<file path="config.mk">
export PLATFORM = sky130hd
export DESIGN_NAME = accel_mm_sched
export DESIGN_NICKNAME = d
export VERILOG_FILES = /design/src/rtl/accel_sched_pkg.sv /design/src/rtl/accel_mm_sched_rr_arbiter.sv /design/src/rtl/accel_mm_sched.sv
export SDC_FILE = /design/constraint.sdc
export NUM_CORES = 2
export LEC_CHECK = 0
export ABC_AREA = 1
export CAP_MARGIN = 20
export CORE_ASPECT_RATIO = 0.9
export CORE_MARGIN = 5
export CORE_UTILIZATION = 25
export DETAILED_ROUTE_END_ITERATION = 8
export PLACE_DENSITY = 0.51
export SLEW_MARGIN = 20
export SYNTH_ARGS = -nofsm -noshare
export SYNTH_HDL_FRONTEND = slang
export SYNTH_SLANG_ARGS = --single-unit
</file>
<file path="constraint.sdc">
create_clock -name clk -period 9.97 [get_ports clk]
set_input_delay 0.997 -clock clk [delete_from_list [all_inputs] [get_ports clk]]
set_output_delay 0.997 -clock clk [all_outputs]
set_load 0.005 [all_outputs]
</file>
<file path="src/rtl/accel_sched_pkg.sv">
// Shared types and step counts for the 2x2 matrix-primitive scheduler.
package accel_sched_pkg;

    typedef enum logic [1:0] {
        OP_DOT4      = 2'd0,
        OP_MATMUL    = 2'd1,
        OP_TRANSPOSE = 2'd2,
        OP_RSVD      = 2'd3
    } op_e;

    typedef enum logic [1:0] {
        S_IDLE    = 2'd0,
        S_COMPUTE = 2'd1,
        S_RESP    = 2'd2
    } state_e;

    localparam int unsigned K_DOT4   = 4;
    localparam int unsigned K_MATMUL = 8;
    localparam int unsigned K_XPOSE  = 1;
    localparam int unsigned STEP_W   = 3;

    // Index of the final MAC step for an opcode.
    function automatic logic [STEP_W-1:0] last_step(input op_e op);
        case (op)
            OP_DOT4:   return STEP_W'(K_DOT4 - 1);
            OP_MATMUL: return STEP_W'(K_MATMUL - 1);
            default:   return STEP_W'(K_XPOSE - 1);
        endcase
    endfunction

endpackage

</file>
<file path="src/rtl/accel_mm_sched_rr_arbiter.sv">
// Round-robin arbiter: one-hot grant, priority rotates past the last winner.
module rr_arbiter #(
    parameter int unsigned NREQ = 2
) (
    input  logic            clk,
    input  logic            rst_n,
    input  logic [NREQ-1:0] req,
    input  logic            en,
    output logic [NREQ-1:0] gnt
);

    localparam int unsigned IDW = (NREQ > 1) ? $clog2(NREQ) : 1;

    logic [IDW-1:0] last_grant;
    logic [IDW-1:0] next_grant;
    logic           found;

    // Search starts one past the previous winner and wraps.
    always_comb begin
        gnt        = '0;
        next_grant = last_grant;
        found      = 1'b0;
        for (int unsigned off = 1; off <= NREQ; off++) begin
            int unsigned cand;
            cand = (32'(last_grant) + off) % NREQ;
            if (!found && req[IDW'(cand)]) begin
                found      = 1'b1;
                next_grant = IDW'(cand);
            end
        end
        if (en && found) begin
            gnt[next_grant] = 1'b1;
        end
    end

    always_ff @(posedge clk or negedge rst_n) begin
        if (!rst_n) begin
            last_grant <= IDW'(NREQ - 1);
        end else if (en && |req) begin
            last_grant <= next_grant;
        end
    end

endmodule

</file>
<file path="src/rtl/accel_mm_sched.sv">
// Scheduler sharing one signed W x W multiply-accumulate unit among NREQ
// requesters issuing DOT4 / MATMUL / TRANSPOSE on 2x2 matrices.
module accel_mm_sched
    import accel_sched_pkg::*;
#(
    parameter int unsigned NREQ = 2,
    parameter int unsigned W    = 32
) (
    input  logic                                        clk,
    input  logic                                        rst_n,
    input  logic [NREQ-1:0]                             req_valid,
    output logic [NREQ-1:0]                             req_ready,
    input  logic [NREQ*2-1:0]                           req_op,
    input  logic [NREQ*4*W-1:0]                         req_a,
    input  logic [NREQ*4*W-1:0]                         req_b,
    output logic                                        rsp_valid,
    input  logic                                        rsp_ready,
    output logic [((NREQ > 1) ? $clog2(NREQ) : 1)-1:0]  rsp_id,
    output logic                                        rsp_err,
    output logic [4*2*W-1:0]                            rsp_c,
    output logic                                        busy,
    output logic [15:0]                                 ops_done
);

    localparam int unsigned IDW = (NREQ > 1) ? $clog2(NREQ) : 1;
    localparam int unsigned W2  = 2 * W;

    state_e                state;
    op_e                   op_q;
    logic signed [W-1:0]   a_q [4];
    logic signed [W-1:0]   b_q [4];
    logic signed [W2-1:0]  acc [4];
    logic [STEP_W-1:0]     step;

    logic [NREQ-1:0]       gnt;
    logic                  arb_en;
    logic [IDW-1:0]        gidx;
    op_e                   sel_op;
    logic signed [W-1:0]   sel_a [4];
    logic signed [W-1:0]   sel_b [4];

    logic [1:0]            idx_a;
    logic [1:0]            idx_b;
    logic [1:0]            idx_c;
    logic signed [W-1:0]   mul_a;
    logic signed [W-1:0]   mul_b;
    logic signed [W2-1:0]  prod;
    logic                  done_step;

    assign arb_en    = (state == S_IDLE) && rst_n;
    assign req_ready = gnt;
    assign rsp_c     = {acc[3], acc[2], acc[1], acc[0]};

    rr_arbiter #(
        .NREQ (NREQ)
    ) u_arb (
        .clk   (clk),
        .rst_n (rst_n),
        .req   (req_valid),
        .en    (arb_en),
        .gnt   (gnt)
    );

    // Payload of the granted requester.
    always_comb begin
        gidx   = '0;
        sel_op = OP_DOT4;
        sel_a  = '{default: '0};
        sel_b  = '{default: '0};
        for (int unsigned i = 0; i < NREQ; i++) begin
            if (gnt[i]) begin
                gidx   = IDW'(i);
                sel_op = op_e'(req_op[2*i +: 2]);
                for (int unsigned n = 0; n < 4; n++) begin
                    sel_a[n] = req_a[(4*i+n)*W +: W];
                    sel_b[n] = req_b[(4*i+n)*W +: W];
                end
            end
        end
    end

    // Operand and accumulator selection. MATMUL step s: i=s[2], k=s[0], j=s[1].
    always_comb begin
        idx_a = step[1:0];
        idx_b = step[1:0];
        idx_c = 2'd0;
        if (op_q == OP_MATMUL) begin
            idx_a = {step[2], step[0]};
            idx_b = {step[0], step[1]};
            idx_c = step[2:1];
        end
    end

    assign mul_a     = a_q[idx_a];
    assign mul_b     = b_q[idx_b];
    assign prod      = W2'(mul_a) * W2'(mul_b);
    assign done_step = (step == last_step(op_q));

    always_ff @(posedge clk or negedge rst_n) begin
        if (!rst_n) begin
            state     <= S_IDLE;
            op_q      <= OP_DOT4;
            a_q       <= '{default: '0};
            b_q       <= '{default: '0};
            acc       <= '{default: '0};
            step      <= '0;
            rsp_valid <= 1'b0;
            rsp_err   <= 1'b0;
            rsp_id    <= '0;
            busy      <= 1'b0;
            ops_done  <= '0;
        end else begin
            case (state)
                S_IDLE: begin
                    if (|gnt) begin
                        op_q    <= sel_op;
                        a_q     <= sel_a;
                        b_q     <= sel_b;
                        rsp_id  <= gidx;
                        acc     <= '{default: '0};
                        step    <= '0;
                        rsp_err <= 1'b0;
                        busy    <= 1'b1;
                        state   <= S_COMPUTE;
                    end
                end
                S_COMPUTE: begin
                    case (op_q)
                        OP_DOT4, OP_MATMUL: begin
                            acc[idx_c] <= acc[idx_c] + prod;
                        end
                        OP_TRANSPOSE: begin
                            acc[0] <= W2'(a_q[0]);
                            acc[1] <= W2'(a_q[2]);
                            acc[2] <= W2'(a_q[1]);
                            acc[3] <= W2'(a_q[3]);
                        end
                        default: begin
                            rsp_err <= 1'b1;
                        end
                    endcase
                    step <= step + STEP_W'(1);
                    if (done_step) begin
                        rsp_valid <= 1'b1;
                        state     <= S_RESP;
                    end
                end
                S_RESP: begin
                    if (rsp_ready) begin
                        rsp_valid <= 1'b0;
                        busy      <= 1'b0;
                        ops_done  <= ops_done + 16'd1;
                        state     <= S_IDLE;
                    end
                end
                default: begin
                    state <= S_IDLE;
                end
            endcase
        end
    end

endmodule

</file>
# Word level (Yosys, flattened, before mapping)
# Cells that the tools add are included.
dict set report op_classes {
  reduce_logical 24
  n_div 0
  eq_ne 10
  shifts 0
  n_addsub 5
  magnitude_cmp 8
  multipliers 1
  n_mux 51
  bitwise 3
}
# cell n
set ops {}
lappend ops {{$pmux W256 S2} 2}
lappend ops {{$mux W128} 4}
lappend ops {{$bwmux W256} 1}
lappend ops {{$mux W256} 1}
lappend ops {{$mux W64} 3}
lappend ops {{$bmux W32 S2} 2}
lappend ops {{$bmux W64 S2} 1}
lappend ops {{$demux W64 S2} 1}
lappend ops {{$mux W32} 4}
lappend ops {{$add A64 B64 Y64} 1}
lappend ops {{$mul A32 B32 Y64} 1}
lappend ops {{$mux W2} 9}
lappend ops {{$add A16 B1 Y16 const B} 1}
lappend ops {{$mux W1} 15}
lappend ops {{$reduce_and A3 Y1} 5}
lappend ops {{$pmux W3 S2} 2}
lappend ops {{$ge A3 B3 Y1 const B} 3}
lappend ops {{$not A2 Y3} 3}
lappend ops {{$logic_and A1 B1 Y1} 6}
lappend ops {{$lt A1 B2 Y1 const B} 3}
lappend ops {{$ne A2 B2 Y1 const B} 3}
lappend ops {{$pmux W1 S2} 3}
lappend ops {{$pmux W2 S3} 1}
lappend ops {{$reduce_and A2 Y1} 3}
lappend ops {{16 further kinds} 24}
dict set report totals {
  latchBits 0
  ff_bits 540
  output_inout_bits 278
  inputBits 521
  ram_bits 0
  wordCells 123
  rom_bits 0
  mem_count 0
}

# Logic depth before layout (Yosys ltp)
dict set report logic_depth {
  ltp_word 15
  mapped_depth 47
  depth_no_buf 44
}

# By module
# A second synthesis with hierarchy kept.
dict set report hier_totals {
  hier_cells 8301
  area_unflattened_um2 68589.5
}
# module cells_each area_each_um2 n_inst seq_area_each_um2
set modules_own_cells {}
lappend modules_own_cells {accel_mm_sched 8286 68509.5 1 13487.9}
lappend modules_own_cells {rr_arbiter 15 80.1 1 26.3}

# Worst setup path after synthesis
# No wires, ideal clock.
dict set report synth_path {
  path_kind {flip-flop to flip-flop}
  startpoint {register op_q[1]}
  endpoint {register acc (netlist bit rsp_c[253])}
  required_ps 9853
  t_arrival_ps 8594
  stages_incl_launch_ff 39
  synth_period_minus_slack_ps 8711
  setup_slack_ps 1259
  path_buffers 2
  setup_time_ps 117
  path_cell_list {dfrtp_1 nor2_4 inv_2 a21oi_4 inv_2 buf_2 buf_2 nand2_1 nand3_1 nand2_1 nor2_1 inv_1 fa_1 fa_1 inv_1 fa_1 inv_1 fa_1 [3 not listed] fa_1 inv_1 fa_1 inv_1 ha_1 nand2_1 nand2_1 o21bai_1 a21oi_1 nor2_1 nor2_1 nor2_1 nor2_1 nand3_1 nand3_1 nand2_1 nand2_1 nand2_1}
}
dict set report synth_between {
  elab_chain_len 11
  elab_cells_between_ends 31
  classes_between {1 x add/sub; 1 x mul; 2 x order compare; 3 x eq/ne; 17 x mux; 3 x bitwise; 4 x reduce/logical}
}
# element line
set synth_rtl {}
lappend synth_rtl {{start: declaration} accel_mm_sched.sv:29} ;# op_e op_q;
lappend synth_rtl {{start signal: assignment} accel_mm_sched.sv:116} ;# op_q <= sel_op;
lappend synth_rtl {{$eq A2 B1 Y1} {accel_mm_sched.sv:87, accel_mm_sched.sv:128}}
lappend synth_rtl {{$mux W2} accel_mm_sched.sv:87} ;# if (op_q == OP_MATMUL) begin
lappend synth_rtl {{$not A2 Y3, on equally long branches} {accel_mm_sched.sv:94, accel_mm_sched.sv:95}}
lappend synth_rtl {{$bmux W32 S2, on equally long branches} {accel_mm_sched.sv:94, accel_mm_sched.sv:95}}
lappend synth_rtl {{$mux W32, on equally long branches (2 in a row)} {accel_mm_sched.sv:94, accel_mm_sched.sv:95}}
lappend synth_rtl {{$mul A32 B32 Y64} accel_mm_sched.sv:96} ;# assign prod = W2'(mul_a) * W2'(mul_b);
lappend synth_rtl {{$add A64 B64 Y64} accel_mm_sched.sv:130} ;# acc[idx_c] <= acc[idx_c] + prod;
lappend synth_rtl {{$bwmux W256} accel_mm_sched.sv:130}
lappend synth_rtl {{$pmux W256 S2} accel_mm_sched.sv:128} ;# case (op_q)
lappend synth_rtl {{$pmux W256 S2} accel_mm_sched.sv:113} ;# case (state)
lappend synth_rtl {{end signal: indexed assignment} accel_mm_sched.sv:130}
lappend synth_rtl {{end: declaration} accel_mm_sched.sv:32} ;# logic signed [W2-1:0] acc [4];
# Parallel ways exist; a longest one is shown, timed or not. The select of a mux whose other input is x is not followed.
# A chain may end at the register's enable or synchronous reset.

# Worst setup path in the final report
dict set report layout_path {
  startpoint {register op_q[0]}
  endpoint {register acc (netlist bit rsp_c[41])}
}
# The elaborated chain is that of the path after synthesis.

==> out/qor.csv <==
stage;metric;value;unit
drt;wirelength;373000;microns
place;dp_hpwl;314000;microns
floorplan;die_h;504;microns
synthesis;yosysSeqAreaShare;19.9;%
setup_path;slowest_delay;0.61;ns
place;portBuffers;798;
floorplan;die_x;559;microns
cells_and_area;regArea;0.0135;sq mm
floorplan;start_util;25.1;%
cells_and_area;synthToLayoutAreaGrowth;27.5;%
clock_network;clock_sinks;540;
synthesis;synthArstFlopShare;100;%
synthesis;synth_area;0.0679;sq mm
floorplan;fp.dieArea;0.282;sq mm
global_route;use_met2;39.1;%
synthesis;yosysWarningCount;0;
global_route;gr-max-usage-layer;met2;
clock_network;cts_tree;built;
drt;drtPass1Iterations;8;
setup_path;required;10.47;ns
clock_network;insertion_delay;0.70;ns
run;cap_violations;0;
timing;worstMarginPinSlew;1.16;ns
synthesis;ys_ff_latch;540;
place;gp_congestion;1.04;
synthesis;synthDistinctLibCells;47;
timing;period_share;98.0;%
global_route;grt_pass1_vias;68052;
clock_network;clk_pin_slew_worst_paths;0.06;ns
global_route;track_usage;26.0;%
global_route;overflow;0;
min_path;hold_class;in -> async;
timing;rsz0062_at_grt;true;
clock_network;cts_buffers;67;
global_route;use_met3;6.46;%
clock_network;htreeDepth;3;
timing;hold_viol_final;0;
clock_network;root_buffer;clkbuf_16;
synthesis;syn_inst;8405;
global_route;antenna_found_initial;42;
floorplan;io_pins;799;
clock_network;cts_buffer_depth;3;
cells_and_area;layout.nets;11398;
drt;dr.first_iter.drc_count;6707;
global_route;grt_max_degree;175;
setup_path;cp_max_fo;16;
setup_path;worst_path_most_repeated_cell;fa_1;
global_route;grt_pass1_wl;526000;microns
floorplan;rows;181;
place;dp.cells;12940;
drt;wl_per_cell;28.5;microns
floorplan;core;0.270;sq mm
setup_path;worstPathArrival;10.27;ns
timing;timing.fmax;102;MHz
run_status;status;finished clean;
cells_and_area;final_cells;13094;
synthesis;syn-num-nets;10357;
setup_path;worst-setup-path-type;reg -> reg;
drt;final_antenna_net_count;0;
timing;skew;0.0533;ns
cells_and_area;multiInputGateArea;0.0470;sq mm
synthesis;synth-main-ff-cell;dfrtp_1;
synthesis;syn_avg_cell_area;8.08;sq um
clock_network;holdBufCountCts;0;
synthesis;synth_edf_count;0;
drt;via_per_inst;4.95;
setup_path;startpoint_type;flop;
setup_path;setup.worst_path.end_class;flop;
cells_and_area;n_fill_cell;28881;
global_route;grt_use_met1;33.9;%
cells_and_area;layout-drive-gt1-share;9.22;%
drt;drc;0;
timing;slew_headroom;22.5;%
timing;drv_slew;0;
timing;setup-tns-final;0;ns
timing;setup_viol_count_final;0;
setup_path;critPathSlowestCell;fa_1;
drt;vias;64821;
timing;final.min_clock_period;9.77;ns
## sequential cells by signal, summed over array words and instances, names as in the netlist
register and cells:
rsp_c 256, a_q 128, b_q 128, ops_done 16, step 3, op_q 2
state 2, busy 1, rsp_err 1, rsp_id 1, rsp_valid 1, u_arb.last_grant 1
## cell type report
class                      count  share of cell area, %
multi-input combinational   5846                   54.3
sequential                   540                   15.6
timing repair buffer        1378                   15.2
inverter                    1613                   7.03
tap                         3568                   5.15
clock buffer                  90                   2.20
clock inverter                29                  0.452
antenna                       30                 0.0867
## Yosys cell counts, drive strengths merged, types with 42 or more instances
master / count / area share [%]
clkbuf: 263 / 1.5
dfrtp: 539 / 20
o211ai: 187 / 2.1
inv: 1611 / 8.9
a22oi: 42 / 0.46
a21oi: 123 / 0.92
ha: 221 / 4.1
buf: 143 / 1.0
o22ai: 52 / 0.48
o21ai: 340 / 2.6
nand2: 2317 / 13
nand3: 430 / 3.2
nor2: 699 / 3.9
fa: 1210 / 36
## cell families after synthesis
| family | after synthesis | share of synthesized area, % |
|---|---|---|
| compound gates | 851 | 7.88 |
| simple gates | 3521 | 20.5 |
| buf+inv | 2019 | 11.4 |
| xor+xnor | 38 | 0.490 |
| flops | 540 | 19.9 |
| fa+ha+maj | 1431 | 39.7 |
| mux | 5 | 0.0755 |
## per-stage QoR
step	hold slack, ns	setup slack (ns)	area, sq um	util, %
floorplan	0.453	1.26	67900	-
global placement	0.468	-0.197	83900	31.0
detailed placement	0.466	-0.227	84000	31.1
CTS	0.159	0.0690	86300	31.9
global route	0.191	-0.0116	86600	32.0
finish	0.212	0.203	86600	32.0
## routing by layer
metal  vias to the layer above  routed length, microns  part of all wire, %
li1                      27501                       -                    -
met1                     33404                  151000                   40
met2                      3317                  160000                   43
met3                       585                   35100                  9.4
met4                        14                   27500                  7.4
met5                         -                      86                0.023
## layout by cell type (no fill, tap or decap), types with 20 or more instances in the layout
cell type / count
o21ai_1: 38
buf_12: 62
o22ai_1: 52
or2_2: 20
clkdlybuf4s50_1: 797
nand4_1: 24
a21oi_1: 115
ha_1: 213
inv_2: 60
nand2_1: 2305
fa_1: 1207
inv_1: 1540
nand3_1: 426
o221ai_1: 39
diode_2: 30
o211ai_1: 186
buf_4: 512
a22oi_1: 42
clkbuf_16: 68
o21ai_0: 276
xnor2_1: 22
nor2_1: 673
o21ai_2: 20
dfrtp_1: 538
## path summary, 6_finish.rpt
| check | end | startpoint | cells past startpoint | slack (ns) |
|---|---|---|---|---|
| worst max-delay path | rsp_c[41] | op_q[0] | 40 | 0.20 |
| worst min-delay path | rsp_c[99] | rst_n | 1 | 0.21 |
| worst max register to register | rsp_c[41] | op_q[0] | 40 | 0.20 |
| worst min register to register | ops_done[15] | ops_done[15] | 1 | 0.48 |
| max in group asynchronous | rsp_c[7] | rst_n | 3 | 7.58 |
| min in group clk | ops_done[15] | ops_done[15] | 1 | 0.48 |
## what timing repair did
item,CTS,global route
setup endpoints to repair,28,165
gates resized for setup,5,72
setup buffers,0,4
pin swaps,0,2
hold endpoints to repair,0,0
gates cloned,0,0
## critical path, delay by kind of cell, from the launching register on
kind                     cells  cell delay [ns]
AND/OR/NAND/NOR             12             1.39
AO/OA/AOI/OAI                5             1.00
flip-flops                   1             0.43
buffers and inverters       14             2.16
adder cells (fa/ha/maj)      9             4.57
Power is left out: the tool's default activity adds up to more than one toggle a clock period on the data nets, which glitch-free logic cannot reach.
